[config.mk]
export PLATFORM = sky130hd
export DESIGN_NAME = calc_tx_serializer_flat
export DESIGN_NICKNAME = d
export VERILOG_FILES = /design/src/rtl/calc_tx_serializer_if.sv /design/src/rtl/calc_tx_serializer.sv /design/src/flat_wrapper.sv
export SDC_FILE = /design/constraint.sdc
export NUM_CORES = 1
export LEC_CHECK = 0
export CAP_MARGIN = 15
export CORE_UTILIZATION = 54
export DETAILED_ROUTE_END_ITERATION = 12
export DONT_BUFFER_PORTS = 1
export PLACE_DENSITY_LB_ADDON = 0.15
export SYNTH_ARGS = -nofsm -noshare
export SYNTH_HDL_FRONTEND = slang
export SYNTH_SLANG_ARGS = --single-unit
export TNS_END_PERCENT = 20
[constraint.sdc]
create_clock -name Clk -period 1.8 [get_ports Clk]
set_input_delay 0.36 -clock Clk [delete_from_list [all_inputs] [get_ports Clk]]
set_output_delay 0.36 -clock Clk [all_outputs]
set_load 0.02 [all_outputs]
[src/rtl/calc_tx_serializer_if.sv]
// Controller <-> serializer transmit port: 4-phase TxData/TxDone handshake plus the serial bit stream.
interface calc_tx_serializer_if #(
  parameter int DATA_W = 8,
  parameter int FLAG_W = 4
);
  logic              TxData;
  logic [DATA_W-1:0] Result;
  logic [FLAG_W-1:0] Flag;
  logic              DataOut;
  logic              OutValid;
  logic              TxBusy;
  logic              TxDone;

  modport master (
    output TxData, Result, Flag,
    input  DataOut, OutValid, TxBusy, TxDone
  );

  modport slave (
    input  TxData, Result, Flag,
    output DataOut, OutValid, TxBusy, TxDone
  );
endinterface

[src/rtl/calc_tx_serializer.sv]
// Serial output stage: captures {Flag,Result} on TxData and shifts it out MSB-first, one bit per clock.
// Build option TX_PARITY_EN appends an even-parity bit after Result[0].
module calc_tx_serializer #(
  parameter int DATA_W = 8,
  parameter int FLAG_W = 4
) (
  input  logic                  Clk,
  input  logic                  Reset,
  calc_tx_serializer_if.slave   tx
);
  localparam int FRAME_W = DATA_W + FLAG_W;
`ifdef TX_PARITY_EN
  localparam int NBITS = FRAME_W + 1;
`else
  localparam int NBITS = FRAME_W;
`endif
  localparam int CNT_W = $clog2(FRAME_W + 1);

  typedef enum logic [1:0] {IDLE, SEND, DONE} state_t;

  state_t           state, state_nxt;
  logic [NBITS-1:0] shreg;
  logic [CNT_W-1:0] cnt;
  logic [NBITS-1:0] frame_load;

`ifdef TX_PARITY_EN
  assign frame_load = {tx.Flag, tx.Result, ^{tx.Flag, tx.Result}};
`else
  assign frame_load = {tx.Flag, tx.Result};
`endif

  always_ff @(posedge Clk or negedge Reset) begin
    if (!Reset) state <= IDLE;
    else        state <= state_nxt;
  end

  always_comb begin
    state_nxt   = state;
    tx.OutValid = 1'b0;
    tx.TxBusy   = 1'b0;
    tx.TxDone   = 1'b0;
    case (state)
      IDLE: if (tx.TxData) state_nxt = SEND;
      SEND: begin
        tx.OutValid = 1'b1;
        tx.TxBusy   = 1'b1;
        if (cnt == '0) state_nxt = DONE;
      end
      DONE: begin
        tx.TxBusy = 1'b1;
        tx.TxDone = 1'b1;
        if (!tx.TxData) state_nxt = IDLE;
      end
      default: state_nxt = IDLE;
    endcase
  end

  // Zero fill means the register is already clear once the last bit has left,
  // so DataOut reads 0 in DONE/IDLE without extra gating.
  always_ff @(posedge Clk or negedge Reset) begin
    if (!Reset) begin
      shreg <= '0;
      cnt   <= '0;
    end else begin
      case (state)
        IDLE: if (tx.TxData) begin
          shreg <= frame_load;
          cnt   <= CNT_W'(NBITS - 1);
        end
        SEND: begin
          shreg <= shreg << 1;
          if (cnt != '0) cnt <= cnt - CNT_W'(1);
        end
        default: ;
      endcase
    end
  end

  assign tx.DataOut = shreg[NBITS-1];
endmodule

[src/flat_wrapper.sv]
// flat-port wrapper written by rule: the top's interface ports become plain ports
module calc_tx_serializer_flat 
#(
  parameter int DATA_W = 8,
  parameter int FLAG_W = 4
)
  (Clk, Reset, tx_TxData, tx_Result, tx_Flag, tx_DataOut, tx_OutValid, tx_TxBusy, tx_TxDone);
  calc_tx_serializer_if #(.DATA_W(DATA_W), .FLAG_W(FLAG_W)) tx_i ();
  input  logic Clk;
  input  logic Reset;
  input wire logic [$bits(tx_i.TxData)-1:0] tx_TxData;
  input wire logic [$bits(tx_i.Result)-1:0] tx_Result;
  input wire logic [$bits(tx_i.Flag)-1:0] tx_Flag;
  output wire logic [$bits(tx_i.DataOut)-1:0] tx_DataOut;
  output wire logic [$bits(tx_i.OutValid)-1:0] tx_OutValid;
  output wire logic [$bits(tx_i.TxBusy)-1:0] tx_TxBusy;
  output wire logic [$bits(tx_i.TxDone)-1:0] tx_TxDone;
  assign tx_i.TxData = tx_TxData;
  assign tx_i.Result = tx_Result;
  assign tx_i.Flag = tx_Flag;
  assign tx_DataOut = tx_i.DataOut;
  assign tx_OutValid = tx_i.OutValid;
  assign tx_TxBusy = tx_i.TxBusy;
  assign tx_TxDone = tx_i.TxDone;
  calc_tx_serializer #(.DATA_W(DATA_W), .FLAG_W(FLAG_W)) u_core (.Clk(Clk), .Reset(Reset), .tx(tx_i));
endmodule
==> out/results.ini <==
[outcome]
status = finished, final reports clean

[global_routing]
grt_usage_pct = 18.94
grt_overflow = 0
grt_pass1_wl_mm = 2.732
grt_max_degree = 27
grt_pass1_vias = 614
antenna_found_initial = 0

[clocking]
clkTransAtPathRegs_ps = 100
numClockSinks = 18
cts-root-buf = clkbuf_4
worstSkewPairLatency_ps = 280
clockBufferDepth = 2
cts_buffers = 3
cts_htree_levels = 1
cts_tree = done

[synthesis]
synth_top_area_share_pct = 45.63
yosysSeqAreaShare_pct = 45.63
synth.distinct_cells = 23
synth-seq-cells = 18
synthTopCellsByArea = dfrtp_1, mux2i_1, ha_1
synthCells = 91
syn-num-nets = 113
avgSynthCellArea_um2 = 10.85
synth_area_um2 = 987.2
synth_top_cell_by_area = dfrtp_1
yosysWarnings = 0

[critical_path]
critPathKind = flip-flop to flip-flop
slowest_stage = or3b_4
crit_chain = inv_2, ha_4, or3b_4, a221oi_4, mux2_4
end_kind = flip-flop
cp_max_fo = 4
critPathMaxStageDelay_ps = 410
cp_data_arrival_time_ps = 1940
r2r_start = u_core.cnt[0]$_DFFE_PN0P_
startpoint = u_core.cnt[0]$_DFFE_PN0P_
crit_required_ps = 1970
setup.worst_path.start_class = flip-flop

[layout]
stdcell_count = 125
drive_gt1_share_pct = 22.00
fin_nets = 124
area_delta_synth_final_pct = 12.67
mostFrequentLayoutCell = dfrtp_1
fin_util_pct = 64.42
final_cell_mix = dfrtp_1, o21ai_0, mux2i_1, nand2_1, buf_4
antennaDiodeCount = 0

[drt]
ant_nets = 0
drt-vias-per-instance = 5.360
first_pass_iters = 4
routed_wl_mm = 1.686
drc = 0
wl_per_cell_um = 13.49
vias = 670
drt_iter0_drc = 7

[floorplan]
fp-row-count = 15
die_h_um = 44.76
dieArea_mm2 = 0.002003
start_util_pct = 57.17
ios = 19
die_w_um = 44.76
design.core.area_mm2 = 0.001727

[worst_hold_path]
min_from = tx_Result[0]
hp-class = input pin to flip-flop

[power_and_ir_drop]
totalPowerFinal_mw = 1.928
max-vdd-ir-drop_mv = 1.026
power.leakage_nw = 0.5114
power_density_mw_per_mm2 = 1734

[sta]
min_period_ps = 1767
timing.final.ws_setup_ps = 33.22
slew_violations = 0
fmax_mhz = 566.0
finalHoldViolCount = 0
rsz0062_at_grt = yes
finalCritPeriodShare_pct = 98.15
relSlewSlack_pct = 46.08
setup_viol = 0
fin_skew_ps = 7.574
tightest_slew_ps = 806.2

[placement]
dp_cells = 119
hpwlAfterDp_mm = 1.199
pre_cts_slack_ps = 20.41
gp_congestion = 0.7479
io_buffers = 0

[job]
drv_cap = 0

==> flip-flops by register name, summed over array words and instances, names as in the netlist <==
signal / count
u_core.cnt: 4
u_core.shreg: 12
u_core.state: 2
==> routing by layer <==
layer	up-vias	wire (µm)	track usage, %
li1	334	-	-
met1	322	764	26.44
met2	10	846	29.41
met3	4	46	3.600
met4	0	27	7.273
met5	-	0	0
==> cells in the mapped netlist <==
cell      count
dfrtp_1      18
o21ai_0      13
mux2i_1      12
nand2_1      12
ha_1          7
inv_1         5
nand2b_1      4
a31oi_1       2
buf_2         2
mux2_4        2
o22ai_1       2
a21oi_1       1
a221oi_4      1
a41o_1        1
and2_2        1
and2b_1       1
buf_4         1
clkbuf_1      1
mux2_2        1
o21ai_1       1
o31a_1        1
or3_1         1
or3b_4        1
==> worst max-delay path: cells and delay by family (launching register included) <==
family                     cells  cell delay (ps)
adders and majority gates      1              130
AOI/OAI and AO/OA              1              310
DFF                            1              400
muxes                          1              320
and+or+nand+nor                1              410
buffers and inverters          1               90
==> what timing repair did <==
item / CTS / global route
buffers inserted: 0 / 2
setup endpoints to repair: 0 / 10
gates resized for setup: 0 / 5
hold buffers: 1 / 0
endpoints found under the hold margin: 18 / 0
==> stage by stage <==
stage	TNS (ps)	hold slack, ps	instance area (µm²)
floorplan	0	64.41	987.2
global placement	0	64.81	1050
detailed placement	0	64.76	1050
CTS	0	222.1	1082
global route	-48.26	272.5	1112
finish	0	216.4	1112
==> layout make-up <==
class	instances	area, µm²
Tap cell	25	31.28
Fill cell	156	614.3
Multi-Input combinational cell	64	511.7
Sequential cell	18	450.4
Timing Repair Buffer	10	77.57
Inverter	5	18.77
Clock buffer	3	22.52
==> cell families after synthesis <==
group                      count (synthesis)  share of synthesized area (%)
DFF                                       18                          45.63
buffers and inverters                      9                          4.056
and+or+nand+nor                           20                          10.39
adders and majority gates                  7                          8.872
AOI/OAI and AO/OA                         22                          14.70
muxes                                     15                          16.35
==> path summary, 6_finish.rpt <==
kind                       cells past startpoint  slack, ps                           to
max                                            5         30  u_core.state[1]$_DFFE_PN0P_
min in group asynchronous                      1        600  u_core.shreg[1]$_DFFE_PN0P_
max reg2reg                                    5         30  u_core.state[1]$_DFFE_PN0P_
min reg2reg                                    2        490  u_core.shreg[5]$_DFFE_PN0P_
max in group asynchronous                      1        700    u_core.cnt[2]$_DFFE_PN0P_
min                                            2        220  u_core.shreg[0]$_DFFE_PN0P_
==> power breakdown <==
group	total (mW)	switching [mW]	internal, mW
registers	0.700	0.118	0.581
clock network	0.192	0.114	0.0775
logic	1.04	0.544	0.493
Note: power is estimated with default switching activity, not from simulation.
